$ cat config.mk
export PLATFORM = sky130hd
export DESIGN_NAME = nnrv_mem_arb
export DESIGN_NICKNAME = d
export VERILOG_FILES = /design/src/rtl/nnrv_mem_pkg.sv /design/src/rtl/nnrv_mem_arb_starve.sv /design/src/rtl/nnrv_mem_arb.sv
export SDC_FILE = /design/constraint.sdc
export NUM_CORES = 1
export LEC_CHECK = 0
export BUFFER_PORTS_ARGS = -buffer_cell sky130_fd_sc_hd__buf_2
export CAP_MARGIN = 10
export CORE_AREA = 3 3 96 98
export DETAILED_ROUTE_END_ITERATION = 12
export DIE_AREA = 0 0 99 101
export GPL_ROUTABILITY_DRIVEN = 0
export GPL_TIMING_DRIVEN = 0
export RECOVER_POWER = 50
export REMOVE_ABC_BUFFERS = 1
export SLEW_MARGIN = 20
export SYNTH_ARGS = -nofsm -noshare
export SYNTH_HDL_FRONTEND = slang
export SYNTH_HIERARCHICAL = 1
export SYNTH_SLANG_ARGS = --single-unit
$ cat constraint.sdc
create_clock -name i_clk -period 5.85 [get_ports i_clk]
set_input_delay 0.585 -clock i_clk [delete_from_list [all_inputs] [get_ports i_clk]]
set_output_delay 0.585 -clock i_clk [all_outputs]
set_load 0.05 [all_outputs]
$ cat src/rtl/nnrv_mem_pkg.sv
`default_nettype none
// ============================================================================
// Module      : nnrv_mem_pkg
// Description : Shared definitions for the nnrv RAM arbiter, the RAM and
//               nnrv_top: owner encoding, response tag, RAM geometry defaults.
// Revision    : 1.0 - initial release
// ============================================================================
package nnrv_mem_pkg;

    // Requester that owns an in-flight response
    localparam logic OWN_IFU = 1'b0;
    localparam logic OWN_LSU = 1'b1;

    // RAM geometry defaults shared with nnrv_top and the RAM itself
    localparam int          RAM_AW_DEFAULT    = 10;
    localparam logic [31:0] BASE_ADDR_DEFAULT = 32'h0000_0000;

    // Tag carried alongside a granted access to steer its response
    typedef struct packed {
        logic owner;     // OWN_IFU / OWN_LSU
        logic is_err;    // access was outside the RAM window
        logic is_write;  // LSU write: response carries no data
    } rsp_tag_t;

    localparam int RSP_TAG_W = $bits(rsp_tag_t);

endpackage
`default_nettype wire

$ cat src/rtl/nnrv_mem_arb_starve.sv
`default_nettype none
// ============================================================================
// Module      : nnrv_mem_arb_starve
// Description : Two-way priority select (LSU first) with a saturating IFU
//               starvation counter that hands the IFU the next contested slot.
// Revision    : 1.0 - initial release
// ============================================================================
module nnrv_mem_arb_starve #(
    parameter int STARVE_MAX = 4
) (
    input  logic i_clk,
    input  logic i_rst,
    input  logic i_ifu_req,
    input  logic i_lsu_req,
    output logic o_ifu_gnt,
    output logic o_lsu_gnt
);

    localparam int              CW           = (STARVE_MAX < 1) ? 1 : $clog2(STARVE_MAX + 1);
    localparam logic [CW-1:0]   c_starve_max = CW'(STARVE_MAX);

    logic [CW-1:0] r_cnt;
    logic          w_starved;

    assign w_starved = (r_cnt == c_starve_max);

    // Priority select: LSU wins contention unless the IFU has waited long enough
    always_comb begin
        o_ifu_gnt = 1'b0;
        o_lsu_gnt = 1'b0;
        if (!i_rst) begin
            if (i_lsu_req && !(i_ifu_req && w_starved)) begin
                o_lsu_gnt = 1'b1;
            end else if (i_ifu_req) begin
                o_ifu_gnt = 1'b1;
            end
        end
    end

    // Count consecutive denied IFU cycles, saturating; clear on grant or idle
    always_ff @(posedge i_clk) begin
        if (i_rst) begin
            r_cnt <= '0;
        end else if (i_ifu_req && !o_ifu_gnt) begin
            if (!w_starved) begin
                r_cnt <= r_cnt + CW'(1);
            end
        end else begin
            r_cnt <= '0;
        end
    end

endmodule
`default_nettype wire

$ cat src/rtl/nnrv_mem_arb.sv
`default_nettype none
// ============================================================================
// Module      : nnrv_mem_arb
// Description : Shares one single-port synchronous RAM between IFU and LSU.
//               One grant per cycle, address window check, and a tagged
//               one-cycle response path back to the owning requester.
// Revision    : 1.0 - initial release
// ============================================================================
module nnrv_mem_arb
    import nnrv_mem_pkg::*;
#(
    parameter int          RAM_AW     = RAM_AW_DEFAULT,
    parameter int          STARVE_MAX = 4,
    parameter logic [31:0] BASE_ADDR  = BASE_ADDR_DEFAULT
) (
    input  logic              i_clk,
    input  logic              i_rst,
    input  logic              i_ifu_req,
    input  logic [31:0]       i_ifu_addr,
    output logic              o_ifu_gnt,
    output logic              o_ifu_rvalid,
    output logic [31:0]       o_ifu_rdata,
    output logic              o_ifu_err,
    input  logic              i_lsu_req,
    input  logic              i_lsu_we,
    input  logic [31:0]       i_lsu_addr,
    input  logic [31:0]       i_lsu_wdata,
    input  logic [3:0]        i_lsu_wstrb,
    output logic              o_lsu_gnt,
    output logic              o_lsu_rvalid,
    output logic [31:0]       o_lsu_rdata,
    output logic              o_lsu_err,
    output logic              o_ram_en,
    output logic [3:0]        o_ram_we,
    output logic [RAM_AW-1:0] o_ram_addr,
    output logic [31:0]       o_ram_wdata,
    input  logic [31:0]       i_ram_rdata
);

    // Size of the RAM window in bytes, held at 33 bits so the compare below
    // also rejects addresses beneath BASE_ADDR (they wrap to bit 32 set).
    localparam logic [32:0] c_ram_bytes = 33'(1) << (RAM_AW + 2);

    logic        w_ifu_gnt;
    logic        w_lsu_gnt;
    logic        w_any_gnt;
    logic [31:0] w_addr;
    logic [32:0] w_off;
    logic        w_in_range;
    logic        w_is_write;
    logic [31:0] w_rdata;
    rsp_tag_t    w_tag;

    logic        r_rvalid;
    rsp_tag_t    r_tag;

    nnrv_mem_arb_starve #(
        .STARVE_MAX (STARVE_MAX)
    ) u_starve (
        .i_clk     (i_clk),
        .i_rst     (i_rst),
        .i_ifu_req (i_ifu_req),
        .i_lsu_req (i_lsu_req),
        .o_ifu_gnt (w_ifu_gnt),
        .o_lsu_gnt (w_lsu_gnt)
    );

    assign o_ifu_gnt  = w_ifu_gnt;
    assign o_lsu_gnt  = w_lsu_gnt;
    assign w_any_gnt  = w_ifu_gnt | w_lsu_gnt;

    // Decode the winner's address into a RAM word index and window check
    assign w_addr     = w_lsu_gnt ? i_lsu_addr : i_ifu_addr;
    assign w_off      = {1'b0, w_addr} - {1'b0, BASE_ADDR};
    assign w_in_range = (w_off < c_ram_bytes);
    assign w_is_write = w_lsu_gnt & i_lsu_we;

    // RAM drive: out-of-range grants still complete but never touch the RAM
    assign o_ram_en    = w_any_gnt & w_in_range;
    assign o_ram_we    = (w_is_write && w_in_range) ? i_lsu_wstrb : 4'b0000;
    assign o_ram_addr  = w_off[RAM_AW+1:2];
    assign o_ram_wdata = i_lsu_wdata;

    assign w_tag.owner    = w_lsu_gnt ? OWN_LSU : OWN_IFU;
    assign w_tag.is_err   = ~w_in_range;
    assign w_tag.is_write = w_is_write;

    // Response pipeline: one valid + tag per grant, dropped by reset
    always_ff @(posedge i_clk) begin
        if (i_rst) begin
            r_rvalid <= 1'b0;
            r_tag    <= '0;
        end else begin
            r_rvalid <= w_any_gnt;
            r_tag    <= w_tag;
        end
    end

    // Only in-range reads return RAM data; writes and errors return zero
    assign w_rdata = (r_tag.is_err || r_tag.is_write) ? 32'h0 : i_ram_rdata;

    assign o_ifu_rvalid = r_rvalid & (r_tag.owner == OWN_IFU);
    assign o_lsu_rvalid = r_rvalid & (r_tag.owner == OWN_LSU);
    assign o_ifu_rdata  = o_ifu_rvalid ? w_rdata : 32'h0;
    assign o_lsu_rdata  = o_lsu_rvalid ? w_rdata : 32'h0;
    assign o_ifu_err    = o_ifu_rvalid & r_tag.is_err;
    assign o_lsu_err    = o_lsu_rvalid & r_tag.is_err;

endmodule
`default_nettype wire

### Yosys cells after proc, flatten, opt, wreduce, memory -nomap -nowiden

Cells that the tools add are included.

* register bits after elaboration: 7
* output and inout bits: 117
* logic and storage cells: 37

* $add $sub $neg: 1
* order comparisons: 1
* equality and inequality tests: 1
* muxes and demuxes: 11
* bitwise logic cells: 10
* reduce and logical (&&, ||, !) cells: 8

Operators by type and width (number)
* $mux 32: 4
* $lt 32x13->1 const B: 1
* $and 1x1->1: 6
* $mux 1: 6
* $logic_and 1x1->1: 4
* $mux 4: 1
* $add 3x1->3 const B: 1
* $eq 3x3->1 const B: 1
* $not 1->1: 3
* $logic_not 1->1: 2
* $reduce_or 2->1: 1
* $logic_or 1x1->1: 1
* $or 1x1->1: 1

### Logic depth before layout (Yosys ltp)

* depth in word-level cells: 10
* mapped depth: 8

### By module

The synthesis kept the hierarchy.

Modules (own cells, without submodules)
* nnrv_mem_arb: instances 1, cells an instance 155, area each 1087.3 um^2, seq. area each 80.1 um^2
* nnrv_mem_arb_starve: instances 1, cells an instance 18, area each 171.4 um^2, seq. area each 60.1 um^2

### Worst setup path after synthesis

Ideal clock, no wire load.

* kind: reg2out
* start point: reg u_starve.r_cnt[0]
* end point: out o_ram_en
* arrival time: 4.089 ns
* required time: 5.265 ns
* slack: 1.176 ns
* stages on the path, launching flop included: 9
* buffers on the path: 2
* cells stage by stage: dfxtp_1 > inv_1 > ha_1 > a311oi_1 > buf_6 > or4b_1 > or4_1 > buf_2 > a21oi_1

* cells in the longest elaborated chain, start to end: 9
* elaborated cells between the ends (all ways): 12
* those cells by class: 1 x order compare; 1 x eq/ne; 5 x mux; 2 x bitwise; 3 x reduce/logical

RTL lines
* from (decl): line nnrv_mem_arb_starve.sv:22 `logic [CW-1:0] r_cnt;`
* from (signal assigned): line nnrv_mem_arb_starve.sv:46 `r_cnt <= r_cnt + CW'(1);`
* $eq 3x3->1 (*): line nnrv_mem_arb_starve.sv:25 `assign w_starved = (r_cnt == c_starve_max);`
* $logic_and 1x1->1 (*): line nnrv_mem_arb_starve.sv:32 `if (i_lsu_req && !(i_ifu_req && w_starved)) begin`
* $logic_not 1->1 (*): line nnrv_mem_arb_starve.sv:32
* $logic_and 1x1->1 (*): line nnrv_mem_arb_starve.sv:32
* $mux 1 (*): line nnrv_mem_arb_starve.sv:32
* $mux 1 (*): line nnrv_mem_arb_starve.sv:31 `if (!i_rst) begin`
* named net o_lsu_gnt: line nnrv_mem_arb.sv:29 `output logic o_lsu_gnt,`
* $mux 32: line nnrv_mem_arb.sv:73 `assign w_addr = w_lsu_gnt ? i_lsu_addr : i_ifu_addr;`
* $lt 32x13->1: line nnrv_mem_arb.sv:75 `assign w_in_range = (w_off < c_ram_bytes);`
* $and 1x1->1 (*): line nnrv_mem_arb.sv:79 `assign o_ram_en = w_any_gnt & w_in_range;`
* to (decl): line nnrv_mem_arb.sv:33 `output logic o_ram_en,`

The timed path passes the listed nets; every way through them passes the cells marked *.

### Worst setup path in the final report

* start point: reg u_starve.r_cnt[0]
* end point: out o_ram_we[1]

* cells in the longest elaborated chain, start to end: 10
* elaborated cells between the ends (all ways): 11
* those cells by class: 1 x order compare; 1 x eq/ne; 4 x mux; 1 x bitwise; 4 x reduce/logical

RTL lines
* $eq 3x3->1 (*): line nnrv_mem_arb_starve.sv:25
* $logic_and 1x1->1 (*): line nnrv_mem_arb_starve.sv:32
* $logic_not 1->1 (*): line nnrv_mem_arb_starve.sv:32
* $logic_and 1x1->1 (*): line nnrv_mem_arb_starve.sv:32
* $mux 1 (*): line nnrv_mem_arb_starve.sv:32
* $mux 1 (*): line nnrv_mem_arb_starve.sv:31
* $mux 32: line nnrv_mem_arb.sv:73
* $lt 32x13->1: line nnrv_mem_arb.sv:75
* $logic_and 1x1->1 (*): line nnrv_mem_arb.sv:80 `assign o_ram_we = (w_is_write && w_in_range) ? i_lsu_wstrb : 4'b0000;`
* $mux 4 (*): line nnrv_mem_arb.sv:80
* to (decl): line nnrv_mem_arb.sv:34 `output logic [3:0] o_ram_we,`

Mark *: on every way between the ends. The rest lies on a longest branch, timed or not.

==> results.ini <==
[floorplanning]
io_pins = 254
die_w_um = 99
row_count = 34
initial_core_util = 0.147
core_area_sq_mm = 0.00855
die_y_um = 101
dieArea_sq_mm = 0.0100

[worst_hold_path]
hold_path_class = flop to flop

[sta]
fin_tns_setup_ns = 0
max_freq_ghz = 0.248
rsz0062_at_grt = false
skew_ns = 0.00284
maxSlewViolCount = 0
slew_headroom = 0.223
fin_hold_ws_ns = 0.567
fin_crit_sh = 0.688
hold_viol = 0
setup_viol = 0
tightest_slew_ns = 1.16
min_period_ns = 4.03

[global_route]
antenna_found_initial = 0
grt_start_max_net_pins = 21
grt_pass1_wl_um = 8380
grt_util_all_layers = 0.108
grt_pass1_vias = 1610
grt_overflow = 0

[drt]
drt-initial-drc-count = 19
vias = 1745
first_pass_iters = 6
wl_per_cell_um = 14.2
avgViaCountPerCell = 4.05
drc_errors = 0
routed_wl_um = 6120
ant_nets = 0

[setup_path]
crit_arrival_ns = 3.44
r2r_slack_ns = 2.78
crit_required_ns = 5.27
cp-end-kind = output port
criticalPathCategory = flop to output port
worstPathMaxFanout = 20
startpoint_type = flop

[final_layout]
area_growth_syn_to_layout_pct = 65.5
fin_cells = 431
stdcell_area_sq_mm = 0.00208
fill_cells = 974
drive_gt1_frac = 0.557
final_nets = 463
diodes = 0

[pwr]
max-vdd-ir-drop_mv = 0.0660
total_power_uw = 232
leakagePower_uw = 0.00117
powerDensity_mw_per_mm2 = 112

[cts]
post-cts-setup-buffers = 0
clk_root_buffer_cell = clkbuf_8
post_cts_resized = 0
htree_levels = 1
postCtsHoldBufs = 0
cts.path.max_buffers = 2
clk_latency_ns = 0.22
cts_buffers = 3
cts_tree = yes
cts_sinks = 7
clk_pin_slew_worst_paths_ns = 0.04

[logic_synthesis]
postSynthCellCount = 173
synth_warnings = 6
synth_edf_count = 0
syn_area_sq_mm = 0.00126
avgSynthCellArea_sq_um = 7.28
ys_seq_area_frac = 0.111
yosys_register_bits = 7
ys_async_sr_fraction = 0
synth_cell_type_count = 28
synthFlopType = dfxtp_1

[job]
cap_violations = 0

[status]
status = complete, no violations

[placed_design]
placement.cell_area_sq_mm = 0.00209
port_buffers = 185
dp_cells = 427
dp.final_hpwl_um = 5570

[worst paths after layout]
kind / from / to / cells past startpoint
worst min-delay path: u_starve/r_cnt[0] / u_starve/r_cnt[0] / 2
worst max register to register: u_starve/r_cnt[0] / r_tag[1] / 7
worst max-delay path: u_starve/r_cnt[0] / o_ram_we[1] / 8
worst min register to register: u_starve/r_cnt[0] / u_starve/r_cnt[0] / 2
[final cells by class]
cell class                 count  area [sq um]  share of cell area
inverter                       3          11.3             0.00541
multi-input combinational    121           833               0.400
sequential                     7           140              0.0673
clock buffer                   4          45.0              0.0216
tap                          108           135              0.0649
timing repair buffer         188           918               0.441
[cells in the mapped netlist (all sizes together), types with 3 or more instances]
cell / count / share of area
a21oi: 6 / 0.024
nor4: 6 / 0.030
dfxtp: 7 / 0.11
inv: 3 / 0.0089
mux2: 10 / 0.089
nor2: 3 / 0.0089
nor2b: 3 / 0.015
and2: 66 / 0.33
or4: 3 / 0.018
nand3: 4 / 0.016
clkbuf: 7 / 0.021
buf: 35 / 0.21
[stage by stage]
step           setup WS (ns)   util
3_5_place_dp            2.39  0.244
2_1_floorplan          0.228      -
4_1_cts                 2.30  0.249
3_3_place_gp            1.14  0.238
5_1_grt                 1.65  0.244
6_report                1.82  0.244
[cells by family (layout without fill, tap and decap cells)]
| kind of cell | count (synthesis) | in the layout | share of synthesized area |
|---|---|---|---|
| AOI/OAI and AO/OA | 8 | 8 | 0.0408 |
| DFF | 7 | 7 | 0.111 |
| and+or+nand+nor | 101 | 101 | 0.502 |
| muxes | 10 | 10 | 0.0895 |
| buffers and inverters | 45 | 195 | 0.237 |
| adders and majority gates | 2 | 2 | 0.0199 |
[power by group]
part           total, uW  switching, uW  internal (uW)
sequential          50.5          0.949           49.6
clock               66.3           19.3           47.0
combinational        116           72.9           42.7
[placed cells by master, fill, tap and decap left out, drive strengths merged]
cell	n
nor2b	3
or4	3
nand2	2
nand3	4
ha	2
and2	66
and3b	1
nor2	3
nand4	2
clkbuf	26
nor3b	2
nor4	6
a21oi	6
or4b	1
dfxtp	7
or3b	1
mux2	10
and4	2
inv	3
a211oi	1
buf	166
and3	1
nor3	2
a311oi	1
nand2b	2
[metal layers]
layer  wire, um  track usage  up-vias
met5         35       0.0256        -
met4         25      0.00945        2
met3       1150       0.0685        4
met2       2520        0.167      180
met1       2390        0.129      721
li1           -            -      838
[worst max-delay path, stage by stage (launching register included)]
cell and delay [ns]:
dfxtp_1 0.33, inv_1 0.06, ha_1 0.25, a311oi_4 0.25, clkbuf_1 0.68, or4b_1 0.50
or4_1 0.63, a21oi_1 0.22, buf_2 0.29
[state kept, by name, indices dropped and copies added, names as in the netlist]
signal          cells
r_tag               3
u_starve/r_cnt      3
r_rvalid            1
Power figures use the tool's default switching activity.
